## src/rtl/ex_muldiv_if.sv

```systemverilog
// ex_muldiv_if: EX-stage mul/div request and HI/LO result bundle.
// master = pipeline (valid, md_op, src_a, src_b, flush); slave = unit (stall, done, hi, lo).
interface ex_muldiv_if;
  logic        valid;
  logic [2:0]  md_op;
  logic [31:0] src_a;
  logic [31:0] src_b;
  logic        flush;
  logic        stall;
  logic        done;
  logic [31:0] hi;
  logic [31:0] lo;

  modport master (
    output valid, md_op, src_a, src_b, flush,
    input  stall, done, hi, lo
  );

  modport slave (
    input  valid, md_op, src_a, src_b, flush,
    output stall, done, hi, lo
  );
endinterface

```

## src/rtl/ex_muldiv.sv

```systemverilog
// ex_muldiv: HI/LO owner; fixed-latency MULT/MULTU, radix-2 restoring DIV/DIVU.
// Ports: clk, rst (sync, active-high), md (ex_muldiv_if.slave).
module ex_muldiv #(
  parameter int MUL_CYCLES = 3,
  parameter int DIV_CYCLES = 32
) (
  input logic      clk,
  input logic      rst,
  ex_muldiv_if.slave md
);

  localparam logic [2:0] OP_MULT  = 3'd1;
  localparam logic [2:0] OP_MULTU = 3'd2;
  localparam logic [2:0] OP_DIV   = 3'd3;
  localparam logic [2:0] OP_DIVU  = 3'd4;
  localparam logic [2:0] OP_MTHI  = 3'd5;
  localparam logic [2:0] OP_MTLO  = 3'd6;

  localparam logic [4:0] MUL_INIT = 5'(MUL_CYCLES - 1);
  localparam logic [4:0] DIV_INIT = 5'(DIV_CYCLES - 1);

  typedef enum logic [1:0] {
    S_IDLE,
    S_MUL,
    S_DIV
  } state_t;

  state_t      state_q;
  state_t      state_d;
  logic [4:0]  cnt_q;
  logic [31:0] a_q;
  logic [31:0] b_q;
  logic [31:0] rem_q;
  logic        sgn_q;
  logic        nq_q;
  logic        nr_q;
  logic [31:0] hi_q;
  logic [31:0] lo_q;

  logic        is_mul;
  logic        is_div;
  logic        sdiv;
  logic        issue;
  logic        start_mul;
  logic        start_div;
  logic [31:0] abs_a;
  logic [31:0] abs_b;
  logic [63:0] ext_a;
  logic [63:0] ext_b;
  logic [63:0] prod;
  logic [32:0] r_sh;
  logic [32:0] diff;
  logic        no_borrow;
  logic [31:0] rem_n;
  logic [31:0] quo_n;
  logic [31:0] q_fix;
  logic [31:0] r_fix;

  assign is_mul = (md.md_op == OP_MULT)
                | (md.md_op == OP_MULTU);
  assign is_div = (md.md_op == OP_DIV)
                | (md.md_op == OP_DIVU);
  assign sdiv   = (md.md_op == OP_DIV);

  assign issue = (state_q == S_IDLE)
               & md.valid & ~md.flush;
  assign start_mul = issue & is_mul;
  assign start_div = issue & is_div
                   & (md.src_b != 32'd0);

  // |0x80000000| wraps to itself, read as unsigned
  assign abs_a = (sdiv & md.src_a[31])
               ? -md.src_a : md.src_a;
  assign abs_b = (sdiv & md.src_b[31])
               ? -md.src_b : md.src_b;

  // low 64 bits of the extended product are exact
  // for both signed and unsigned operands
  assign ext_a = {{32{sgn_q & a_q[31]}}, a_q};
  assign ext_b = {{32{sgn_q & b_q[31]}}, b_q};
  assign prod  = ext_a * ext_b;

  // a_q shifts the dividend out and quotient bits in
  assign r_sh      = {rem_q, a_q[31]};
  assign diff      = r_sh - {1'b0, b_q};
  assign no_borrow = ~diff[32];
  assign rem_n     = no_borrow ? diff[31:0]
                               : r_sh[31:0];
  assign quo_n     = {a_q[30:0], no_borrow};
  assign q_fix     = nq_q ? -quo_n : quo_n;
  assign r_fix     = nr_q ? -rem_n : rem_n;

  always_comb begin
    state_d  = state_q;
    md.stall = 1'b0;
    md.done  = 1'b0;
    if (md.flush) begin
      state_d = S_IDLE;
    end else begin
      unique case (state_q)
        S_IDLE: begin
          if (start_mul) begin
            state_d  = S_MUL;
            md.stall = 1'b1;
          end else if (start_div) begin
            state_d  = S_DIV;
            md.stall = 1'b1;
          end
        end
        S_MUL, S_DIV: begin
          md.stall = 1'b1;
          if (cnt_q == 5'd0) begin
            md.done = 1'b1;
            state_d = S_IDLE;
          end
        end
        default: state_d = S_IDLE;
      endcase
    end
  end

  always_ff @(posedge clk) begin
    if (rst) begin
      state_q <= S_IDLE;
      cnt_q   <= 5'd0;
      a_q     <= 32'd0;
      b_q     <= 32'd0;
      rem_q   <= 32'd0;
      sgn_q   <= 1'b0;
      nq_q    <= 1'b0;
      nr_q    <= 1'b0;
      hi_q    <= 32'd0;
      lo_q    <= 32'd0;
    end else begin
      state_q <= state_d;
      if (!md.flush) begin
        if (issue & (md.md_op == OP_MTHI))
          hi_q <= md.src_a;
        if (issue & (md.md_op == OP_MTLO))
          lo_q <= md.src_a;
        if (start_mul) begin
          a_q   <= md.src_a;
          b_q   <= md.src_b;
          sgn_q <= (md.md_op == OP_MULT);
          cnt_q <= MUL_INIT;
        end
        if (start_div) begin
          a_q   <= abs_a;
          b_q   <= abs_b;
          rem_q <= 32'd0;
          nq_q  <= sdiv
                 & (md.src_a[31] ^ md.src_b[31]);
          nr_q  <= sdiv & md.src_a[31];
          cnt_q <= DIV_INIT;
        end
        if (state_q == S_MUL) begin
          if (cnt_q == 5'd0) begin
            {hi_q, lo_q} <= prod;
          end else begin
            cnt_q <= cnt_q - 5'd1;
          end
        end
        if (state_q == S_DIV) begin
          a_q   <= quo_n;
          rem_q <= rem_n;
          if (cnt_q == 5'd0) begin
            lo_q <= q_fix;
            hi_q <= r_fix;
          end else begin
            cnt_q <= cnt_q - 5'd1;
          end
        end
      end
    end
  end

  assign md.hi = hi_q;
  assign md.lo = lo_q;

endmodule
```

## src/flat_wrapper.sv

```systemverilog
// flat-port wrapper written by rule: the top's interface ports become plain ports
module ex_muldiv_flat 
#(
  parameter int MUL_CYCLES = 3,
  parameter int DIV_CYCLES = 32
)
  (clk, rst, md_valid, md_md_op, md_src_a, md_src_b, md_flush, md_stall, md_done, md_hi, md_lo);
  ex_muldiv_if md_i ();
  input logic clk;
  input logic rst;
  input wire logic [$bits(md_i.valid)-1:0] md_valid;
  input wire logic [$bits(md_i.md_op)-1:0] md_md_op;
  input wire logic [$bits(md_i.src_a)-1:0] md_src_a;
  input wire logic [$bits(md_i.src_b)-1:0] md_src_b;
  input wire logic [$bits(md_i.flush)-1:0] md_flush;
  output wire logic [$bits(md_i.stall)-1:0] md_stall;
  output wire logic [$bits(md_i.done)-1:0] md_done;
  output wire logic [$bits(md_i.hi)-1:0] md_hi;
  output wire logic [$bits(md_i.lo)-1:0] md_lo;
  assign md_i.valid = md_valid;
  assign md_i.md_op = md_md_op;
  assign md_i.src_a = md_src_a;
  assign md_i.src_b = md_src_b;
  assign md_i.flush = md_flush;
  assign md_stall = md_i.stall;
  assign md_done = md_i.done;
  assign md_hi = md_i.hi;
  assign md_lo = md_i.lo;
  ex_muldiv #(.MUL_CYCLES(MUL_CYCLES), .DIV_CYCLES(DIV_CYCLES)) u_core (.clk(clk), .rst(rst), .md(md_i));
endmodule
```

## config.mk

```make
export PLATFORM = sky130hd
export DESIGN_NAME = ex_muldiv_flat
export DESIGN_NICKNAME = d
export VERILOG_FILES = /design/src/rtl/ex_muldiv_if.sv /design/src/rtl/ex_muldiv.sv /design/src/flat_wrapper.sv
export SDC_FILE = /design/constraint.sdc
export NUM_CORES = 2
export LEC_CHECK = 0
export CAP_MARGIN = 20
export CORE_MARGIN = 4
export CORE_UTILIZATION = 65
export DETAILED_ROUTE_END_ITERATION = 10
export GPL_TIMING_DRIVEN = 0
export HOLD_SLACK_MARGIN = 0.1
export PLACE_DENSITY = 0.82
export SLEW_MARGIN = 20
export SYNTH_ARGS = -nofsm -noshare
export SYNTH_HDL_FRONTEND = slang
export SYNTH_SLANG_ARGS = --single-unit
```

## constraint.sdc

```tcl
create_clock -name clk -period 11.85 [get_ports clk]
set_clock_uncertainty 0.15 [all_clocks]
set_input_delay 2.37 -clock clk [delete_from_list [all_inputs] [get_ports clk]]
set_output_delay 2.37 -clock clk [all_outputs]
set_load 0.005 [all_outputs]
```

==> run metrics <==
outcome complete, no violations; clock share of power 0.256; Crit path buffers/inverters 7; Routed Antenna Nets 0; Die Area between 0.08 and 0.09 mm^2; Peak supply drop approximately 110 uV; fin area 0.05452 mm^2; grt met2 use 0.7395; filler instances between 6,000 and 7,000; Setup Buffers After CTS 0; hold buffer count at CTS 0; Worst Hold Margin roughly 340 ps; antenna violations before repair 30; Critical Path RT about 12,000 ps; crit path DAT 11,770 ps; crit path max fanout 10; total number of vias approximately 48,000; startpoint types flip-flop; Max-Cap Viols 0; relative slew slack 0.07153; crit-path max cell delay 1080 ps; gr ovfl total 0; Worst-Margin Slew ~1400 ps; RR Endpoint u_core.md.hi[29]; Flop pwr share 0.258; Area Growth Syn to Fin 6.600%; # rows between 100 and 150; hold path cells 2; pin count of the biggest net entering global routing 25; YS warnings 0; Comb power frac 0.485; critical path's most frequent cell fa_1; 1st-iter DRT viols 7,235; # IOs between 100 and 150; count of cell types in the netlist 84; # setup viols final 0; top achievable clock speed 86.53 MHz; CTS tree yes; dominant synthesized flop cell dfxtp_1; family with the most delay on the worst path adder cells; Worst path slowest cell clkbuf_1; number of synthesized flops with an enable pin 0; Synth area leader fa_1; GRT Util Overall 0.5367; mapped cell area slightly above 0.05 mm^2; met1 global-route usage 0.6437; routed vias/inst approximately 6.6; HPWL Detailed ~180,000 um; final-stage net count around 7,700; Hold EP u_core.md.hi[9]; Final Max Tran Viols 0; CTS root buffer clkbuf_16; Initial Utilization 0.6581; Most Used Layer, Global Route met2; Synth top area share 0.4407; register clock-pin slew on the reported worst setup and hold paths roughly 80 ps; drt drc 0; Die Y roughly 290 um; unrepaired setup endpoints after global routing no; Post-synth ARST share 0; Total Power roughly 0.0024 W; Final min period 11,560 ps; depth of the most critical reg-to-reg path 29; Cells after Synth around 6,100; Pint 0.001234 W; IO Port Bufs between 100 and 150; Clock Sink Count 170; drt pass-1 iters 11; Final Hold Viols 0; min-delay src u_core.md.hi[9]; net switching share of the total power 0.4928; vias in the first global route a little under 50,000; global-route wire length before repair 317,700 um; H-Tree Level Count 4; largest cells by area after synthesis fa_1 44%, inv_1 8.6%, nand2_1 7.2%; clock buffer depth 2; FF+latch count, synth 170; WL per Instance ~30 um; P per Cell Area 44.64 mW/mm^2; period utilization 0.9752; total CTS buffers 17; LEAKAGE ~25 nW; DRT Wirelength 221,000 um; layout cell share with drive strength beyond 1 0.01462; Mean Syn Cell Area between 8 and 9 um^2; Fin Setup TNS 0 ps; crit end category flip-flop; hold crit path type flip-flop to flip-flop; Seq/Total Area, Yosys 0.06654; Placer Congestion between 1 and 1.5; r2r setup slk 290 ps; post-cts sizing count 0; net count after synthesis approximately 7,500; die width around 290 um; met3 usage 0.2612; net load switching power roughly 0.0012 W; Worst Path Class, Setup flip-flop to flip-flop; core footprint between 0.07 and 0.08 mm^2; placed cell area 0.05380 mm^2; start of the worst register-to-register path u_core.b_q[0]; clk_lat worst skew roughly 470 ps
## worst max-delay path by stage
stage | start | end | depth (start not counted)
2_1_floorplan | u_core.a_q[31] | u_core.md.hi[29] | 32
3_3_place_gp | u_core.b_q[0] | u_core.md.hi[29] | 29
3_5_place_dp | u_core.b_q[0] | u_core.md.hi[29] | 29
4_1_cts | u_core.b_q[0] | u_core.md.hi[29] | 29
5_1_grt | u_core.b_q[0] | u_core.md.hi[29] | 29
6_report | u_core.b_q[0] | u_core.md.hi[29] | 29
## kinds of logic after synthesis
group | share of synthesized area
buffers and inverters | 0.1150
multiplexers | 0.01265
XOR/XNOR | 0.03562
AND/OR/NAND/NOR | 0.1686
flip-flops | 0.06654
AO/OA/AOI/OAI | 0.09874
adder cells (fa/ha/maj) | 0.5029
## state kept, by name, indices dropped and copies added (netlist names)
signal,count
u_core.nq_q,1
u_core.nr_q,1
u_core.rem_q,32
u_core.b_q,32
u_core.a_q,32
u_core.md.lo,32
u_core.cnt_q,5
u_core.sgn_q,1
u_core.md.hi,32
u_core.state_q,2
## layout make-up
cell class,instances,area (um^2),share of cell area
plain buffers,398,1510,0.02770
clock inverters,14,175.2,0.003213
multi-input cells,4324,41880,0.7681
repair buffers,134,1340,0.02458
diodes,36,90.09,0.001652
flip-flops and latches,170,3403,0.06242
well taps,1040,1301,0.02387
clock buffers,18,439.2,0.008055
inverters,1168,4384,0.08041
## power groups by stage
stage               Combinational, W  Sequential (W)  Clock (W)
CTS                          0.00110        0.000622   0.000613
global route                 0.00121        0.000626   0.000635
detailed placement           0.00109        0.000635          0
global placement             0.00107        0.000635          0
floorplan                   0.000626        0.000615          0
finish                       0.00118        0.000629   0.000624
## Yosys cell counts, types with 19 or more instances
cell	instances
inv_1	1166
fa_1	1126
nand2_1	987
clkbuf_1	342
and2_1	331
nor2_1	258
ha_1	254
a21oi_1	252
dfxtp_1	170
o21ai_0	149
xor2_1	112
xnor2_1	96
a211oi_1	85
nor3_1	59
a21o_1	58
mux2i_1	56
nand3_1	53
buf_1	52
o211ai_1	41
or3_1	41
o31ai_1	32
and3_1	31
nand4_1	23
o21a_1	20
nand2b_1	19
## layer usage
metal  share of wire  routed length [um]  up-vias
met5          0.0019                 415        -
met4            0.10               22860       26
met3            0.17               37130     1282
met2            0.40               87800     4239
met1            0.33               72810    23460
li1                -                   -    18890
## placed cells by master (no fill, tap or decap), types with 96 or more instances in the layout
cell	instances
inv_1	1166
fa_1	1125
nand2_1	987
clkbuf_1	333
and2_1	331
nor2_1	258
ha_1	254
a21oi_1	252
dfxtp_1	170
o21ai_0	149
clkdlybuf4s50_1	132
xor2_1	112
xnor2_1	96
## through the flow
stage / std cells / utilization / worst slack, ps
after global routing: 7273 / 0.7006 / 303.5
final: 7302 / 0.7015 / 293.3
after detailed placement: 7233 / 0.6922 / 1000
after CTS: 7265 / 0.7001 / 933.1
after floorplan: 6060 / - / 3427
after global placement: 7232 / 0.6918 / 1022
## worst reg2reg max path: cells and delay by family (launching register included)
kind	cells	cell delay [ps]
adder cells (fa/ha/maj)	9	5090
buffers and inverters	7	2120
AND/OR/NAND/NOR	2	360
multiplexers	1	270
flip-flops	1	810
AO/OA/AOI/OAI	10	2680
Power figures use the tool's default switching activity.
